`config.mk`:
```
export PLATFORM = sky130hd
export DESIGN_NAME = prime_arbiter
export DESIGN_NICKNAME = d
export VERILOG_FILES = /design/src/rtl/prime_arbiter.sv
export SDC_FILE = /design/constraint.sdc
export NUM_CORES = 1
export LEC_CHECK = 0
export CAP_MARGIN = 20
export CORE_MARGIN = 3
export CORE_UTILIZATION = 43
export CTS_CLUSTER_SIZE = 14
export DETAILED_ROUTE_END_ITERATION = 10
export PLACE_DENSITY_LB_ADDON = 0.08
export SETUP_SLACK_MARGIN = 0.3
export SLEW_MARGIN = 20
export SYNTH_ARGS = -nofsm -noshare
export SYNTH_HDL_FRONTEND = slang
export SYNTH_SLANG_ARGS = --single-unit
```
`constraint.sdc`:
```
create_clock -name clk -period 1.72 [get_ports clk]
set_input_delay 0.172 -clock clk [delete_from_list [all_inputs] [get_ports clk]]
set_output_delay 0.172 -clock clk [all_outputs]
set_load 0.01 [all_outputs]
```
`src/rtl/prime_arbiter.sv`:
```
// rtl/prime_arbiter.sv - round-robin arbiter sharing one prime generator among NREQ requesters; optional wait timeout via PRIME_ARBITER_TIMEOUT_EN
module prime_arbiter #(
    parameter int NREQ = 4
) (
    input  logic            clk,
    input  logic            rst,
    input  logic [NREQ-1:0] req,
    output logic [NREQ-1:0] resp_valid,
    output logic [15:0]     resp_data,
    output logic            resp_err,
    output logic            busy,
    output logic            gen_go,
    input  logic            gen_ready,
    input  logic            gen_error,
    input  logic [15:0]     gen_res
);

    localparam int OW = $clog2(NREQ);

    typedef enum logic [2:0] {
        IDLE      = 3'd0,
        ISSUE     = 3'd1,
        WAIT_LOW  = 3'd2,
        WAIT_HIGH = 3'd3,
        DONE      = 3'd4
    } state_t;

    state_t          state;
    state_t          state_next;
    logic [OW-1:0]   owner;
    logic [OW-1:0]   last_owner;
    logic [OW-1:0]   pick;
    logic [OW-1:0]   pick_hi;
    logic [OW-1:0]   pick_lo;
    logic            hi_valid;
    logic            lo_valid;
    logic            in_wait;
    logic            timeout;

    assign in_wait = (state == WAIT_LOW) || (state == WAIT_HIGH);

`ifdef PRIME_ARBITER_TIMEOUT_EN
    logic [7:0] wait_cnt;

    // Wait watchdog: restarts when the generator is kicked, counts every wait cycle
    always_ff @(posedge clk or negedge rst) begin
        if (!rst) begin
            wait_cnt <= 8'd0;
        end else if (state == ISSUE) begin
            wait_cnt <= 8'd0;
        end else if (in_wait) begin
            wait_cnt <= wait_cnt + 8'd1;
        end
    end

    assign timeout = in_wait && (wait_cnt == 8'hFF);
`else
    assign timeout = 1'b0;
`endif

    // Round-robin pick: lowest set bit above last_owner, otherwise lowest set bit overall
    always_comb begin
        pick_hi  = '0;
        pick_lo  = '0;
        hi_valid = 1'b0;
        lo_valid = 1'b0;
        for (int j = NREQ - 1; j >= 0; j--) begin
            if (req[j]) begin
                if (j > int'(last_owner)) begin
                    pick_hi  = OW'(j);
                    hi_valid = 1'b1;
                end else begin
                    pick_lo  = OW'(j);
                    lo_valid = 1'b1;
                end
            end
        end
        pick = hi_valid ? pick_hi : pick_lo;
    end

    // State register
    always_ff @(posedge clk or negedge rst) begin
        if (!rst) begin
            state <= IDLE;
        end else begin
            state <= state_next;
        end
    end

    // Next-state logic; a real generator result in WAIT_HIGH beats a coincident timeout
    always_comb begin
        state_next = state;
        case (state)
            IDLE:      if ((hi_valid || lo_valid) && gen_ready) state_next = ISSUE;
            ISSUE:     state_next = WAIT_LOW;
            WAIT_LOW:  if (!gen_ready) state_next = WAIT_HIGH;
                       else if (timeout) state_next = DONE;
            WAIT_HIGH: if (gen_ready || timeout) state_next = DONE;
            DONE:      state_next = IDLE;
            default:   state_next = IDLE;
        endcase
    end

    // Outputs decoded from state so reset clears them in the same cycle
    always_comb begin
        gen_go     = (state == ISSUE);
        busy       = (state != IDLE);
        resp_valid = '0;
        if (state == DONE) begin
            resp_valid[owner] = 1'b1;
        end
    end

    // Owner bookkeeping and result capture; results hold until the next completion
    always_ff @(posedge clk or negedge rst) begin
        if (!rst) begin
            owner      <= '0;
            last_owner <= OW'(NREQ - 1);
            resp_data  <= 16'd0;
            resp_err   <= 1'b0;
        end else begin
            if (state == IDLE && state_next == ISSUE) begin
                owner <= pick;
            end
            if (state == DONE) begin
                last_owner <= owner;
            end
            if (state == WAIT_HIGH && gen_ready) begin
                resp_data <= gen_res;
                resp_err  <= gen_error;
            end else if (timeout) begin
                resp_data <= 16'd0;
                resp_err  <= 1'b1;
            end
        end
    end

endmodule

```
==> results of run 1 <==
[power by group through the flow]
stage	logic, mW	clock network, mW	registers [mW]
final	1.17	0.403	1.01
after detailed placement	1.11	0	1.02
after global placement	1.08	0	1.01
after floorplan	0.424	0	1.09
after CTS	1.19	0.411	1.01
after global routing	1.28	0.445	1.04
[final timing paths]
kind / endpoint / depth (start not counted) / from
setup reg to reg: owner[1] / 5 / state[0]
min in group clk: resp_data[12] / 3 / gen_res[12]
setup / recovery: busy / 3 / state[0]
hold reg to reg: last_owner[0] / 2 / last_owner[0]
max in group asynchronous: last_owner[1] / 2 / rst
hold / removal: resp_data[14] / 2 / rst
[worst max-delay path: stages (launching register included)]
cell,delay (ns)
dfrtp_2,0.46
buf_6,0.13
or3_4,0.37
buf_6,0.13
[layout by cell type (no fill, tap or decap), types with 3 or more instances in the layout]
master and n:
nor3_1 3, buf_4 7, nand2_1 54, dfrtp_1 21
clkdlybuf4s50_1 23, dlymetal6s2s_1 15, clkbuf_4 3, nand2b_1 3
buf_2 5, nor2_1 3
[state kept, by name, indices dropped and copies added (netlist names)]
register	count
last_owner	2
owner	2
resp_data	16
resp_err	1
state	3
[cell type report]
type / count / area [µm²]
Clock buffer: 3 / 22.5
Inverter: 3 / 11.3
Fill cell: 176 / 572
Clock inverter: 1 / 30.0
Timing Repair Buffer: 54 / 536
Tap cell: 28 / 35.0
Multi-Input combinational cell: 85 / 444
Sequential cell: 24 / 604
[through the flow]
step / hold WS, ns / utilization [%] / instance area, µm² / setup slack [ns]
floorplan: -0.124 / - / 1050 / 0.517
global placement: 0.458 / 68.8 / 1550 / 0.112
detailed placement: 0.463 / 68.8 / 1550 / 0.0837
CTS: 0.197 / 72.1 / 1630 / 0.157
global route: 0.232 / 74.6 / 1680 / 0.118
finish: 0.200 / 74.6 / 1680 / 0.163
[per-layer routing]
layer,vias to the layer above,wire [µm]
met5,-,0
met4,0,8
met3,2,128
met2,29,1270
met1,442,1110
li1,479,-
[kinds of logic (layout without fill, tap and decap cells)]
logic type / count (synthesis) / after routing
and+or+nand+nor: 75 / 75
DFF: 24 / 24
AOI/OAI and AO/OA: 9 / 9
buffers and inverters: 5 / 61
muxes: 1 / 1
[repair_timing]
action	in CTS	in global routing
endpoints found under the setup margin	8	23
gates resized for setup	33	18
setup buffers	4	1
pin swaps	4	1
==> summary.txt, run 1 <==
Outcome - complete, no violations
CTS Buf Count - 3
Count of cell types in the netlist - 26
Worst hold path class - in2async
Complex-gate fraction of the synthesized area - 6.21%
Main synth FF type - dfrtp_1
Vias - 952
Num rows - 17
Logic pwr share - 45.3%
Number of global-route vias before repair - 998
Arrival @ worst endpoint - 1.38 ns
Critical Path End Type - primary output
Critical path type - reg2out
Clock power share - 15.6%
Initial core utilization - 46.5%
Clk root buf - clkbuf_4
Sequential share of power - 39.1%
Vias/cell - 4.81
Switching Fraction - 34.6%
Switching power - 0.892 mW
Main combinational cell family by area after synthesis - simple AND/OR/NAND/NOR gates
Post-route ant nets - 0
Register-to-Register Setup Slack - 0.24 ns
Adder-Cell Fraction of Synth Area - 0%
Top cell type's share of synthesized area - 52.5%
Largest net degree at the start of global routing - 25
Final setup fails - 0
Slew @ Worst Pin - 0.444 ns
Layout cells sized above 1 - 18.8%
Synth Instances - 114
Peak supply drop - 1.20 mV
Avg Inst Size Synth - 9.20 µm²
Yosys reg bits - 24
Static leakage - 0.991 nW
Synthesis Warnings - 0
Max Cap Viol - 0
Clock latency on the worst-skew pair - 0.31 ns
Fin. max-slew vios - 0
Number of flops mapped to enable cells by yosys - 0
Power per cell area - 1530 nW/µm²
Busiest grt layer - met2
Tot Pwr - 2.57 mW
Met3 GRT Util - 3.04%
Most frequent cell after synthesis - nand2_1
Post-synthesis simple-gate area fraction - 32.7%
Met1 usage - 21.4%
Htree depth - 1
Mapped Area - 1050 µm²
Fin. Hold Viols - 0
M2 GR Usage - 29.4%
Die height - 55.4 µm
Port bufs - 46
Initial DRC count - 12
Clock transition at path regs - 0.14 ns
Worst Skew - 0.00825 ns
Top area cells in the synthesized netlist - dfrtp_1 53%, nand2_1 20%, dfstp_2 5.0%
Initial antenna violation count - 0
Pint - 1.68 mW
DRT Wirelength - 2520 µm
Die width - 55.4 µm
Clk sinks - 24
Mux cell area share after synthesis - 0.955%
DRT Pass-1 Iters - 4
Top cells by count, synth - 55 x nand2_1, 22 x dfrtp_1, 5 x nor2_1
Seq/Total Area, Yosys - 57.5%
Asr flop ratio synth - 100%
Synthesized Nets - 138
Die area - 3070 µm²
Post-synthesis xor/xnor area fraction - 0%
Number of diodes - 0
Clock buffer depth - 2
RSZ-0062 raised after global routing - true
TritonCTS clock tree - done
Routability cong. - 0.747
Routed WL per cell - 12.7 µm
CP max FO - 4
Maximum clock rate - 642 MHz
Final #Nets - 195
IO Count - 47
Fin crit period - 1.56 ns
Dpl cells - 189
Post-route insts no fill - 198
Tot GR Track Use - 16.8%
# hold bufs at CTS - 0
Hpwl dp - 1780 µm
Sum Neg Setup Slack - 0 ns
DRC Markers - 0
Setup crit start kind - flop
Max-Slew Margin vs Limit - 70.1%
Leading area contributor after synthesis - dfrtp_1
Req. time, crit path - 1.55 ns
Fin crit share - 90.5%
First-pass GRT wire length - 4260 µm
Area grow syn2layout - 60.5%
Total grt overflow - 0
Core area - 2250 µm²
Note: power is estimated with default switching activity, not from simulation.
==> run 2: changes to the inputs <==
--- a/config.mk
+++ b/config.mk
@@ -5,9 +5,10 @@
 export SDC_FILE = /design/constraint.sdc
 export NUM_CORES = 1
 export LEC_CHECK = 0
+export ABC_CLOCK_PERIOD_IN_PS = 1720
 export CAP_MARGIN = 20
 export CORE_MARGIN = 3
-export CORE_UTILIZATION = 43
+export CORE_UTILIZATION = 44
 export CTS_CLUSTER_SIZE = 14
 export DETAILED_ROUTE_END_ITERATION = 10
 export PLACE_DENSITY_LB_ADDON = 0.08
==> constraint.sdc (replaced) <==
create_clock -name clk -period 1.72 [get_ports clk]
set_input_delay 0.344 -clock clk [delete_from_list [all_inputs] [get_ports clk]]
set_output_delay 0.344 -clock clk [all_outputs]
set_load 0.01 [all_outputs]
==> run 2 against run 1 <==
  * Power increased by 1.3%
  * Global-route usage increased by 2.9 points
  * Fmax decreased by 8.6%
  * Clock power about the same
  * Highest routed layer unchanged
==> summary.txt, run 2 (synthesis results as in run 1) <==
CP Buf/Inv Count - 2 (unchanged)
Vias - 990 (+4.0%)
Static leakage - 0.876 nW (-12%)
Arrival @ worst endpoint - 1.36 ns (-0.02 ns)
Tot Pwr - 2.61 mW (+1.3%)
DRT Pass-1 Iters - 4 (unchanged)
Num rows - 17 (unchanged)
Worst hold path class - in2async
CTS Buf Count - 3 (unchanged)
Number of diodes - 0 (unchanged)
Post-route ant nets - 0 (unchanged)
First-pass GRT wire length - 4240 µm (-0.49%)
Peak supply drop - 1.06 mV (-12%)
Die height - 54.8 µm (-1.0%)
CP delay by family, top - flip-flops
Hpwl dp - 1840 µm (+3.6%)
Initial core utilization - 46.9% (+0.44 points)
RSZ-0062 raised after global routing - true
CP max FO - 3 (-1)
Register-to-Register Setup Slack - 0.30 ns (+0.06 ns)
Critical Path End Type - primary output
Top reg by flops - resp_data
Fin. Hold Viols - 0 (unchanged)
Clock buffer depth - 2 (unchanged)
Initial DRC count - 18 (+6)
Outcome - complete, no violations
Largest net degree at the start of global routing - 25 (unchanged)
Top Registers - resp_data (16), state (3)
Final #Nets - 202 (+3.6%)
Ordered cell list for the critical path - buf_6 > or3_4 > buf_6
Slew @ Worst Pin - 0.433 ns (-0.0102 ns)
Layout cells sized above 1 - 21.5% (+2.6 points)
R2R Path Start - state[1]
Clk sinks - 24 (unchanged)
Clock latency on the worst-skew pair - 0.31 ns (about the same)
Critical path type - reg2out
DRC Markers - 0 (unchanged)
Port bufs - 46 (unchanged)
Routability cong. - 0.689 (-7.9%)
TritonCTS clock tree - done
Die width - 54.8 µm (-1.0%)
Total grt overflow - 0 (unchanged)
Commonest non-fill, non-tap cells in the layout - 54 x nand2_1, 23 x clkdlybuf4s50_1, 21 x dfrtp_1, 17 x dlygate4sd2_1, 11 x buf_4
IO Count - 47 (unchanged)
Power per cell area - 1540 nW/µm² (+0.94%)
Core area - 2230 µm² (-0.94%)
Cell repeated most along the worst path - buf_6
Setup WS post-layout - 0.0165 ns (-0.147 ns)
Max Cap Viol - 0 (unchanged)
Fin. max-slew vios - 0 (unchanged)
Tot GR Track Use - 19.8% (+2.9 points)
Fin crit period - 1.70 ns (+0.147 ns)
Die area - 3000 µm² (-2.0%)
Slowest CP cell - dfrtp_1
Pre-CTS setup slack - -0.0721 ns (-0.156 ns)
Maximum clock rate - 587 MHz (-8.6%)
Reg-to-Reg End - owner[1]
Hold WS - 0.371 ns (+0.171 ns)
# hold bufs at CTS - 0 (unchanged)
Area grow syn2layout - 61.1%
DRT Wirelength - 2600 µm (+3.1%)
Clk root buf - clkbuf_4
Routed WL per cell - 12.7 µm (-0.38%)
Htree depth - 1 (unchanged)
Max reg flops - 16 (unchanged)
Leading cell type in the layout, fill and taps excluded - nand2_1
R2R cell count - 5 (unchanged)
Initial antenna violation count - 0 (unchanged)
Req. time, crit path - 1.38 ns (-0.17 ns)
Number of global-route vias before repair - 978 (-2.0%)
Final setup fails - 0 (unchanged)
Clock transition at path regs - 0.13 ns (about the same)
Max-Slew Margin vs Limit - 70.8% (+0.69 points)
Fin crit share - 99.0% (+8.5 points)
Critical path's largest stage delay - 0.43 ns (-0.03 ns)
Setup crit start kind - flop
Worst Skew - 0.00530 ns (-0.00295 ns)
Vias/cell - 4.83 (+0.44%)
-- run 2: cell count changes in the layout (fill, tap and decap cells not counted) --
| cell | change |
|---|---|
| dlygate4sd2_1 | +15 |
| dlymetal6s2s_1 | -15 |
| buf_4 | +4 |
| buf_6 | +3 |
| a21oi_1 | +1 |
| a21oi_2 | -1 |
| nor2_1 | +1 |
| nor2_2 | -1 |
| nor3_1 | -1 |
| nor3_2 | +1 |
-- run 2: power breakdown --
part / leakage (nW) / total (mW) / internal, mW / switching (mW)
Combinational: 0.556 / 1.19 / 0.622 / 0.567
Sequential: 0.293 / 1.02 / 0.834 / 0.183
Clock: 0.0279 / 0.402 / 0.235 / 0.167
Total: 0.876 / 2.61 / 1.69 / 0.917
-- run 2: stage by stage --
stage / instance area (µm²) / util [%] / instances / TNS, ns
global route: 1690 / 75.6 / 205 / -0.140
detailed placement: 1600 / 71.8 / 196 / -0.0908
floorplan: 1050 / - / 114 / 0
global placement: 1600 / 71.8 / 196 / 0
finish: 1690 / 75.6 / 205 / 0
CTS: 1680 / 75.4 / 204 / 0
-- run 2: cell type report --
type | count | area (µm²)
multi-input combinational | 85 | 443
fill | 168 | 544
sequential | 24 | 604
tap | 28 | 35.0
timing repair buffer | 61 | 543
clock buffer | 3 | 22.5
inverter | 3 | 11.3
clock inverter | 1 | 30.0
-- run 2: how the worst max path moves through the flow --
stage,slack (ns),startpoint,cells after the start,endpoint
3_5_place_dp,-0.07,state[1],4,resp_valid[0]
4_1_cts,0.009,state[0],3,busy
3_3_place_gp,0.03,state[0],4,resp_valid[2]
2_1_floorplan,0.37,state[1],3,resp_valid[0]
6_report,0.02,state[1],3,busy
5_1_grt,-0.06,state[1],5,resp_valid[2]
-- run 2: metal layers --
layer	track usage (%)	vias up	share of wire, %
li1	-	493	-
met2	36.2	25	52
met3	3.27	2	4.2
met4	3.73	0	0.66
met5	0	-	0
met1	24.1	470	43
-- run 2: repair_timing --
item,4_1_cts,5_1_grt
pin swaps,2,2
setup buffers,4,1
gates cloned,0,0
setup endpoints to repair,24,8
gates resized for setup,51,2
-- run 2: worst reg2reg max path, stage by stage (launching register included) --
cell and delay [ns]:
dfrtp_1 0.43, buf_6 0.13, or3_4 0.37, buf_6 0.13, nor2_4 0.11, mux2i_1 0.20
==> run 3: changes to the inputs <==
--- a/config.mk
+++ b/config.mk
@@ -9,6 +9,7 @@
 export CAP_MARGIN = 20
 export CORE_MARGIN = 3
 export CORE_UTILIZATION = 44
+export CTS_BUF_LIST = sky130_fd_sc_hd__clkbuf_4 sky130_fd_sc_hd__clkbuf_8 sky130_fd_sc_hd__clkbuf_16
 export CTS_CLUSTER_SIZE = 14
 export DETAILED_ROUTE_END_ITERATION = 10
 export PLACE_DENSITY_LB_ADDON = 0.08
==> results of run 3 <==
Final layout, timing and power as in run 2 (identical DEF).
